--- config.mk ---
export PLATFORM = sky130hd
export DESIGN_NAME = float_mul_pipe_norm_stage
export DESIGN_NICKNAME = d
export VERILOG_FILES = /design/src/rtl/float_mul_pipe_norm_stage.sv
export SDC_FILE = /design/constraint.sdc
export NUM_CORES = 1
export LEC_CHECK = 0
export BUFFER_PORTS_ARGS = -buffer_cell sky130_fd_sc_hd__buf_2
export CAP_MARGIN = 20
export CORE_ASPECT_RATIO = 1.4
export CORE_UTILIZATION = 60
export DETAILED_ROUTE_END_ITERATION = 12
export GPL_TIMING_DRIVEN = 0
export HOLD_SLACK_MARGIN = 0.1
export PLACE_DENSITY = 0.85
export SYNTH_ARGS = -nofsm -noshare
export SYNTH_HDL_FRONTEND = slang
export SYNTH_SLANG_ARGS = --single-unit
--- constraint.sdc ---
create_clock -name clk -period 6.6 [get_ports clk]
set_input_delay 0.99 -clock clk [delete_from_list [all_inputs] [get_ports clk]]
set_output_delay 0.99 -clock clk [all_outputs]
set_load 0.02 [all_outputs]
--- src/rtl/float_mul_pipe_norm_stage.sv ---
// float_mul_pipe_norm_stage
//   Last two stages of the pipelined single-precision multiplier.
//   N1 normalizes the 48-bit significand product (right shift on carry,
//   left shift for denormal operands, right shift into the denormal range).
//   N2 rounds, detects overflow/underflow and packs the IEEE-754 word.
//   One common enable advances both stages; valid travels with the data.
// Ports
//   clk, rst (async, active high), en (advance), in_valid
//   n_rm, n_sign, n_exp10, n_is_inf_nan, n_inf_nan_frac, n_z : operation fields
//   s (packed result), out_valid, ovf, unf, inexact
module float_mul_pipe_norm_stage (
    input  logic        clk,
    input  logic        rst,
    input  logic        en,
    input  logic        in_valid,
    input  logic [1:0]  n_rm,
    input  logic        n_sign,
    input  logic [9:0]  n_exp10,
    input  logic        n_is_inf_nan,
    input  logic [22:0] n_inf_nan_frac,
    input  logic [47:0] n_z,
    output logic [31:0] s,
    output logic        out_valid,
    output logic        ovf,
    output logic        unf,
    output logic        inexact
);

    // N1 combinational normalize
    logic signed [9:0] e_in, e_a, sh, amt, lz_s;
    logic [5:0]  lz;
    logic        found;
    logic [47:0] m;
    logic [73:0] shr;
    logic [23:0] c_sig;
    logic        c_g, c_st, c_zero;
    logic signed [9:0] c_exp;

    always_comb begin
        e_in  = n_exp10;
        lz    = '0;
        found = 1'b0;
        for (int i = 46; i >= 0; i--) begin
            if (!found) begin
                if (n_z[i]) found = 1'b1;
                else        lz = lz + 6'd1;
            end
        end
        lz_s = {4'b0, lz};
        sh   = '0;
        amt  = '0;
        shr  = '0;
        if (n_z[47]) begin
            // integer bit already at 47; bit 0 lands in sticky below
            m   = n_z;
            e_a = e_in + 10'sd1;
        end else begin
            // left shift limited so the exponent never drops below 1
            if (e_in > 10'sd1)
                sh = (lz_s > e_in - 10'sd1) ? e_in - 10'sd1 : lz_s;
            m   = {n_z[46:0], 1'b0} << sh[5:0];
            e_a = e_in - sh;
        end
        c_sig = m[47:24];
        c_g   = m[23];
        c_st  = |m[22:0];
        c_exp = e_a;
        if (e_a <= 10'sd0) begin
            amt   = 10'sd1 - e_a;
            c_exp = '0;
            if (amt >= 10'sd26) begin
                c_sig = '0;
                c_g   = 1'b0;
                c_st  = |m;
            end else begin
                // 26 zero pad bits keep every shifted-out bit visible to sticky
                shr   = {m, 26'b0} >> amt[4:0];
                c_sig = shr[73:50];
                c_g   = shr[49];
                c_st  = |shr[48:0];
            end
        end else if (!m[47]) begin
            // left shift was limited at exponent 1: value is denormal
            c_exp = '0;
        end
        c_zero = (n_z == 48'd0);
    end

    // N1 register
    logic              r1_valid, r1_sign, r1_g, r1_st, r1_inf_nan, r1_zero;
    logic [1:0]        r1_rm;
    logic [23:0]       r1_sig;
    logic signed [9:0] r1_exp;
    logic [22:0]       r1_frac;

    always_ff @(posedge clk or posedge rst) begin
        if (rst) begin
            r1_valid   <= 1'b0;
            r1_sign    <= 1'b0;
            r1_g       <= 1'b0;
            r1_st      <= 1'b0;
            r1_inf_nan <= 1'b0;
            r1_zero    <= 1'b0;
            r1_rm      <= '0;
            r1_sig     <= '0;
            r1_exp     <= '0;
            r1_frac    <= '0;
        end else if (en) begin
            r1_valid   <= in_valid;
            r1_sign    <= n_sign;
            r1_g       <= c_g;
            r1_st      <= c_st;
            r1_inf_nan <= n_is_inf_nan;
            r1_zero    <= c_zero;
            r1_rm      <= n_rm;
            r1_sig     <= c_sig;
            r1_exp     <= c_exp;
            r1_frac    <= n_inf_nan_frac;
        end
    end

    // N2 combinational round/pack
    logic              inc, c_inexact, c_ovf, c_unf;
    logic [24:0]       sum;
    logic [22:0]       frac_r;
    logic signed [9:0] exp_r;
    logic [31:0]       c_s;

    always_comb begin
        case (r1_rm)
            2'b00:   inc = r1_g & (r1_st | r1_sig[0]);
            2'b01:   inc = r1_sign & (r1_g | r1_st);
            2'b10:   inc = ~r1_sign & (r1_g | r1_st);
            default: inc = 1'b0;
        endcase
        sum = {1'b0, r1_sig} + {24'b0, inc};
        if (sum[24]) begin
            frac_r = sum[23:1];
            exp_r  = r1_exp + 10'sd1;
        end else begin
            frac_r = sum[22:0];
            exp_r  = (r1_exp == 10'sd0 && sum[23]) ? 10'sd1 : r1_exp;
        end
        c_inexact = r1_g | r1_st;
        c_unf     = (r1_exp == 10'sd0) & c_inexact;
        c_ovf     = 1'b0;
        c_s       = {r1_sign, exp_r[7:0], frac_r};
        if (r1_inf_nan) begin
            c_s       = {r1_sign, 8'hFF, r1_frac};
            c_inexact = 1'b0;
            c_unf     = 1'b0;
        end else if (r1_zero) begin
            c_s       = {r1_sign, 31'b0};
            c_inexact = 1'b0;
            c_unf     = 1'b0;
        end else if (exp_r >= 10'sd255) begin
            c_ovf     = 1'b1;
            c_inexact = 1'b1;
            c_unf     = 1'b0;
            // modes rounding away from the sign's direction saturate to max finite
            if (r1_rm == 2'b00 || (r1_rm == 2'b01 && r1_sign) || (r1_rm == 2'b10 && !r1_sign))
                c_s = {r1_sign, 8'hFF, 23'h0};
            else
                c_s = {r1_sign, 8'hFE, 23'h7FFFFF};
        end
    end

    // N2 register
    always_ff @(posedge clk or posedge rst) begin
        if (rst) begin
            s         <= '0;
            out_valid <= 1'b0;
            ovf       <= 1'b0;
            unf       <= 1'b0;
            inexact   <= 1'b0;
        end else if (en) begin
            s         <= c_s;
            out_valid <= r1_valid;
            ovf       <= c_ovf;
            unf       <= c_unf;
            inexact   <= c_inexact;
        end
    end

endmodule

==> results.sh, run 1 <==
export IMPL_place_ws_ps=-29010
export IMPL_placementRows=76
export IMPL_synthCells=2606
export IMPL_routabilityCongestion=1.22
export IMPL_status="did not finish"
export IMPL_synth_top_family_by_area="simple AND/OR/NAND/NOR gates"
export IMPL_cts_buffers_inserted=9
export IMPL_synth_edff_count=0
export IMPL_firstError="[ERROR GRT-0116] Global routing finished with congestion. Check the congestion regions in the DRC Viewer."
export IMPL_synthFlopType="dfrtp_1"
export IMPL_ys_seq_elements=101
export IMPL_hold_buffers=0
export IMPL_grt_pass1_vias=26440
export IMPL_synth_cell_types=118
export IMPL_grt_overflow_total=153
export IMPL_synthSimpleGateAreaFrac_pct=27.6
export IMPL_cts_sinks=101
export IMPL_avgSynthCellArea_um2=7.25
export IMPL_lastStage="5_1_grt"
export IMPL_yosys_area_share_xor_xnor_pct=10.8
export IMPL_async_reset_ff_share_pct=100
export IMPL_grt_max_degree=72
export IMPL_synth_nets=2766
export IMPL_synthMuxAreaShare_pct=10.9
export IMPL_start_util_pct=61.1
export IMPL_grt_pass1_wl_um=166000
export IMPL_yosysWarnings=0
export IMPL_yosysSeqAreaShare_pct=13.4
export IMPL_h_tree_depth=3
export IMPL_clock_tree_buffer_depth=2
export IMPL_portBuffers=112
export IMPL_track_usage_pct=67.1
export IMPL_die_y_um=212
export IMPL_synth_compound_area_share_pct=26.7
export IMPL_netlist_area_um2=18900
export IMPL_root_buffer="clkbuf_16"
export IMPL_die_w_um=152
export IMPL_synth_adder_area_share_pct=4.90
export IMPL_top_level_ports=125
export IMPL_place_inst=3111
export IMPL_dpl_hpwl_um=68100
## timing repair
action | CTS
resized for setup | 208
pin swaps | 109
setup endpoints to repair | 55
buffers inserted | 129
cloned | 2
## kinds of logic after synthesis
group,count (synthesis)
xor+xnor,188
fa+ha+maj,74
mux,165
simple gates,1063
buf+inv,260
flops,101
compound gates,755
## cells in the mapped netlist (14+ instances only)
cell type / number / area share, %
nand2_1: 275 / 5.5
nor2_1: 265 / 5.3
a21oi_1: 192 / 5.1
o21ai_0: 152 / 4.0
nand3_1: 140 / 3.7
clkbuf_1: 129 / 2.6
dfrtp_1: 101 / 13
xnor2_1: 97 / 4.5
nand4_1: 89 / 2.9
inv_1: 76 / 1.5
mux2i_1: 71 / 3.8
ha_1: 70 / 4.6
nor3_1: 70 / 1.9
mux2_2: 68 / 4.1
xor2_1: 58 / 2.7
o22ai_1: 41 / 1.4
a31oi_1: 34 / 1.1
nor2b_1: 34 / 1.1
o2111ai_1: 31 / 1.4
and2_1: 29 / 0.96
o211ai_1: 28 / 1.1
nor4_1: 25 / 0.83
buf_2: 24 / 0.64
mux4_2: 24 / 2.9
a211oi_1: 22 / 0.87
nand2b_1: 22 / 0.73
or3_1: 21 / 0.70
a22oi_1: 20 / 0.79
o31ai_1: 20 / 0.79
o21ai_1: 19 / 0.50
o32ai_1: 18 / 0.83
xnor3_1: 18 / 2.1
and3_1: 17 / 0.56
o221ai_1: 15 / 0.70
a21o_1: 14 / 0.56
buf_1: 14 / 0.28
## layer usage
metal  GRT overflow  track usage [%]
met3              7             39.1
met2             85             94.6
met1              1             67.0
met5              0             2.30
met4             60             70.1
## stage by stage
step                hold slack [ps]  area, µm²
floorplan                       475      19400
global placement                484      20400
detailed placement              490      20500
CTS                             504      22800
==> inputs of run 2 (changes only) <==
--- a/config.mk
+++ b/config.mk
@@ -7,12 +7,10 @@
 export LEC_CHECK = 0
 export BUFFER_PORTS_ARGS = -buffer_cell sky130_fd_sc_hd__buf_2
 export CAP_MARGIN = 20
-export CORE_ASPECT_RATIO = 1.4
-export CORE_UTILIZATION = 60
+export CORE_UTILIZATION = 40
 export DETAILED_ROUTE_END_ITERATION = 12
 export GPL_TIMING_DRIVEN = 0
-export HOLD_SLACK_MARGIN = 0.1
-export PLACE_DENSITY = 0.85
+export PLACE_DENSITY_LB_ADDON = 0.15
 export SYNTH_ARGS = -nofsm -noshare
 export SYNTH_HDL_FRONTEND = slang
 export SYNTH_SLANG_ARGS = --single-unit
==> run 2 against run 1 <==
Net effect: the flow now finishes, with violations (setup timing); synthesized cell count unchanged; area after synthesis unchanged.
==> results.sh, run 2 <==
export IMPL_grt_pass1_wl_um=135000
export IMPL_rsz0062_at_grt="true"
export IMPL_slew_viol_final=0
export IMPL_cts_tree="yes"
export IMPL_synthFlopType="dfrtp_1"
export IMPL_netlist_area_um2=18900
export IMPL_ys_seq_elements=101
export IMPL_drtIter0Drc=3108
export IMPL_place_inst=3328
export IMPL_synth_largest_area_cell="dfrtp_1"
export IMPL_clock_tree_buffer_depth=2
export IMPL_max_slew_margin_pct=24.2
export IMPL_async_reset_ff_share_pct=100
export IMPL_synth_cell_types=118
export IMPL_setup_tns_ps=-865850
export IMPL_grt_pass1_vias=21396
export IMPL_status="finished, violations left"
export IMPL_core_area_um2=46600
export IMPL_fin_cells=3480
export IMPL_holdWs_ps=506
export IMPL_yosysSeqAreaShare_pct=13.4
export IMPL_final_nets=3028
export IMPL_avgSynthCellArea_um2=7.25
export IMPL_vias_per_cell=6.77
export IMPL_leakage_nw=9.18
export IMPL_dpl_hpwl_um=71700
export IMPL_drc_errors=0
export IMPL_cts_sinks=101
export IMPL_synth_nets=2766
export IMPL_fin_area_um2=23800
export IMPL_routabilityCongestion=1.05
export IMPL_largest_reg_flops=32
export IMPL_top_regs="s (32), r1_sig (24), r1_frac (23)"
export IMPL_synth_edff_count=0
export IMPL_synthCells=2606
export IMPL_h_tree_depth=3
export IMPL_dr_pass1_iters=6
export IMPL_start_util_pct=40.6
export IMPL_root_buffer="clkbuf_16"
export IMPL_setup_viol=35
export IMPL_cpMostUsedCell="ha_1"
export IMPL_track_usage_pct=36.9
export IMPL_synthTopCellsByArea="dfrtp_1 (13%), nand2_1 (5.5%), nor2_1 (5.3%)"
export IMPL_fin_crit_sh_pct=482
export IMPL_insertion_delay_ps=360
export IMPL_min_period_ps=31780
export IMPL_yosys_area_top_type_share_pct=13.4
export IMPL_placed_area_um2=20700
export IMPL_portBuffers=112
export IMPL_final_hold_viol_count=0
export IMPL_vias=23555
export IMPL_slowest_delay_ps=720
export IMPL_area_growth_pct=26.0
export IMPL_violations="setup timing"
export IMPL_setup_slack_ps=-25180
export IMPL_maxCapViolations=0
export IMPL_hold_class="reg2reg"
export IMPL_die_w_um=219
export IMPL_worst_slew_pin_slew_ps=1130
export IMPL_worst_ep_required_time_ps=6820
export IMPL_diodes=0
export IMPL_top_level_ports=125
export IMPL_grt_max_degree=59
export IMPL_cts_buffers_inserted=9
export IMPL_path_max_fanout=10
export IMPL_mostFrequentLayoutCells="nand2_1 (254), nor2_1 (246), a21oi_1 (168)"
export IMPL_die_y_um=219
export IMPL_critPathKind="in2reg"
export IMPL_layout_commonest_cell="nand2_1"
export IMPL_finalWirelength_um=92300
export IMPL_top_register="s"
export IMPL_crit_path_start_kind="input port"
export IMPL_wl_per_cell_um=26.5
export IMPL_placementRows=79
export IMPL_yosys_top_cells_count="nand2_1 (275), nor2_1 (265), a21oi_1 (192)"
export IMPL_ant_nets=0
export IMPL_grt_overflow_total=0
export IMPL_place_ws_ps=-29250
export IMPL_antenna_found_initial=0
export IMPL_peakVddDrop_mv=0.225
export IMPL_skew_ps=9.64
export IMPL_drive_gt1_share_pct=25.9
export IMPL_dieArea_um2=48100
export IMPL_arrival_ps=32000
export IMPL_p_per_area_nw_per_um2=210
export IMPL_yosysWarnings=0
export IMPL_path_clk_slew_ps=70
export IMPL_crit_slowest_cell="a2111oi_1"
export IMPL_synth_most_common_cell="nand2_1"
export IMPL_end_kind="flip-flop"
export IMPL_fmax_ghz=0.0315
[run 2: cell counts after synthesis]
Identical to the previous run, type by type.
[run 2: path summary, 6_finish.rpt]
check | start | cells after the start | to | slack [ps]
worst max-delay path | n_z[44] | 170 | r1_st$_DFFE_PP0P_ | -25180
worst min-delay path | out_valid$_DFFE_PP0P_ | 1 | out_valid$_DFFE_PP0P_ | 510
worst max register to register | r1_rm[1]$_DFFE_PP0P_ | 27 | s[22]$_DFFE_PP0P_ | 410
worst min register to register | out_valid$_DFFE_PP0P_ | 1 | out_valid$_DFFE_PP0P_ | 510
max in group asynchronous | rst | 3 | r1_exp[7]$_DFFE_PP0P_ | 5190
min in group asynchronous | rst | 2 | r1_frac[3]$_DFFE_PP0P_ | 690
[run 2: metal layers]
layer,vias up,part of all wire [%],GRT usage (%)
met3,256,11,10.1
met1,11483,43,53.0
li1,10344,-,-
met5,-,0,0.625
met2,1472,42,52.8
met4,0,3.5,10.9
[run 2: cell type report]
| type | count | area (µm²) |
|---|---|---|
| buffer | 174 | 1070 |
| multi-input combinational | 2245 | 17000 |
| fill | 4553 | 22800 |
| inverter | 82 | 333 |
| sequential | 101 | 2530 |
| tap | 607 | 759 |
| clock inverter | 5 | 82.6 |
| clock buffer | 11 | 253 |
| timing repair buffer | 255 | 1760 |
[run 2: what timing repair did]
| item | CTS | global route |
|---|---|---|
| endpoints found under the setup margin | 37 | 68 |
| buffers inserted | 76 | 65 |
| gates resized for setup | 178 | 177 |
| pin swaps | 120 | 94 |
| hold buffers | 0 | 0 |
| endpoints found under the hold margin | 0 | 0 |
[run 2: kinds of logic (layout without fill, tap and decap cells)]
family	after synthesis	in the layout	share of synthesized area (%)
DFF	101	101	13.4
muxes	165	165	10.9
adders and majority gates	74	74	4.90
and+or+nand+nor	1063	1063	27.6
AOI/OAI and AO/OA	755	755	26.7
xor gates and xnor gates	188	188	10.8
buffers and inverters	260	527	5.62
[run 2: critical path, delay by kind of cell]
family	cells	cell delay, ps
XOR/XNOR	2	350
adder cells (fa/ha/maj)	44	11990
multiplexers	20	3530
AO/OA/AOI/OAI	50	8990
buffers and inverters	12	1590
AND/OR/NAND/NOR	42	4490
[run 2: where the power goes]
group | switching (W) | internal, W | total, W
registers | 0.000130 | 0.000762 | 0.000892
logic | 0.00215 | 0.00137 | 0.00352
clock network | 0.000246 | 0.000354 | 0.000600
total | 0.00252 | 0.00248 | 0.00501
[run 2: through the flow]
step	total power (W)	util, %
finish	0.00501	51.1
global route	0.00521	51.1
CTS	0.00457	48.4
detailed placement	0.00361	44.6
global placement	0.00362	44.5
floorplan	0.00271	-
(Power assumes the default switching activity.)
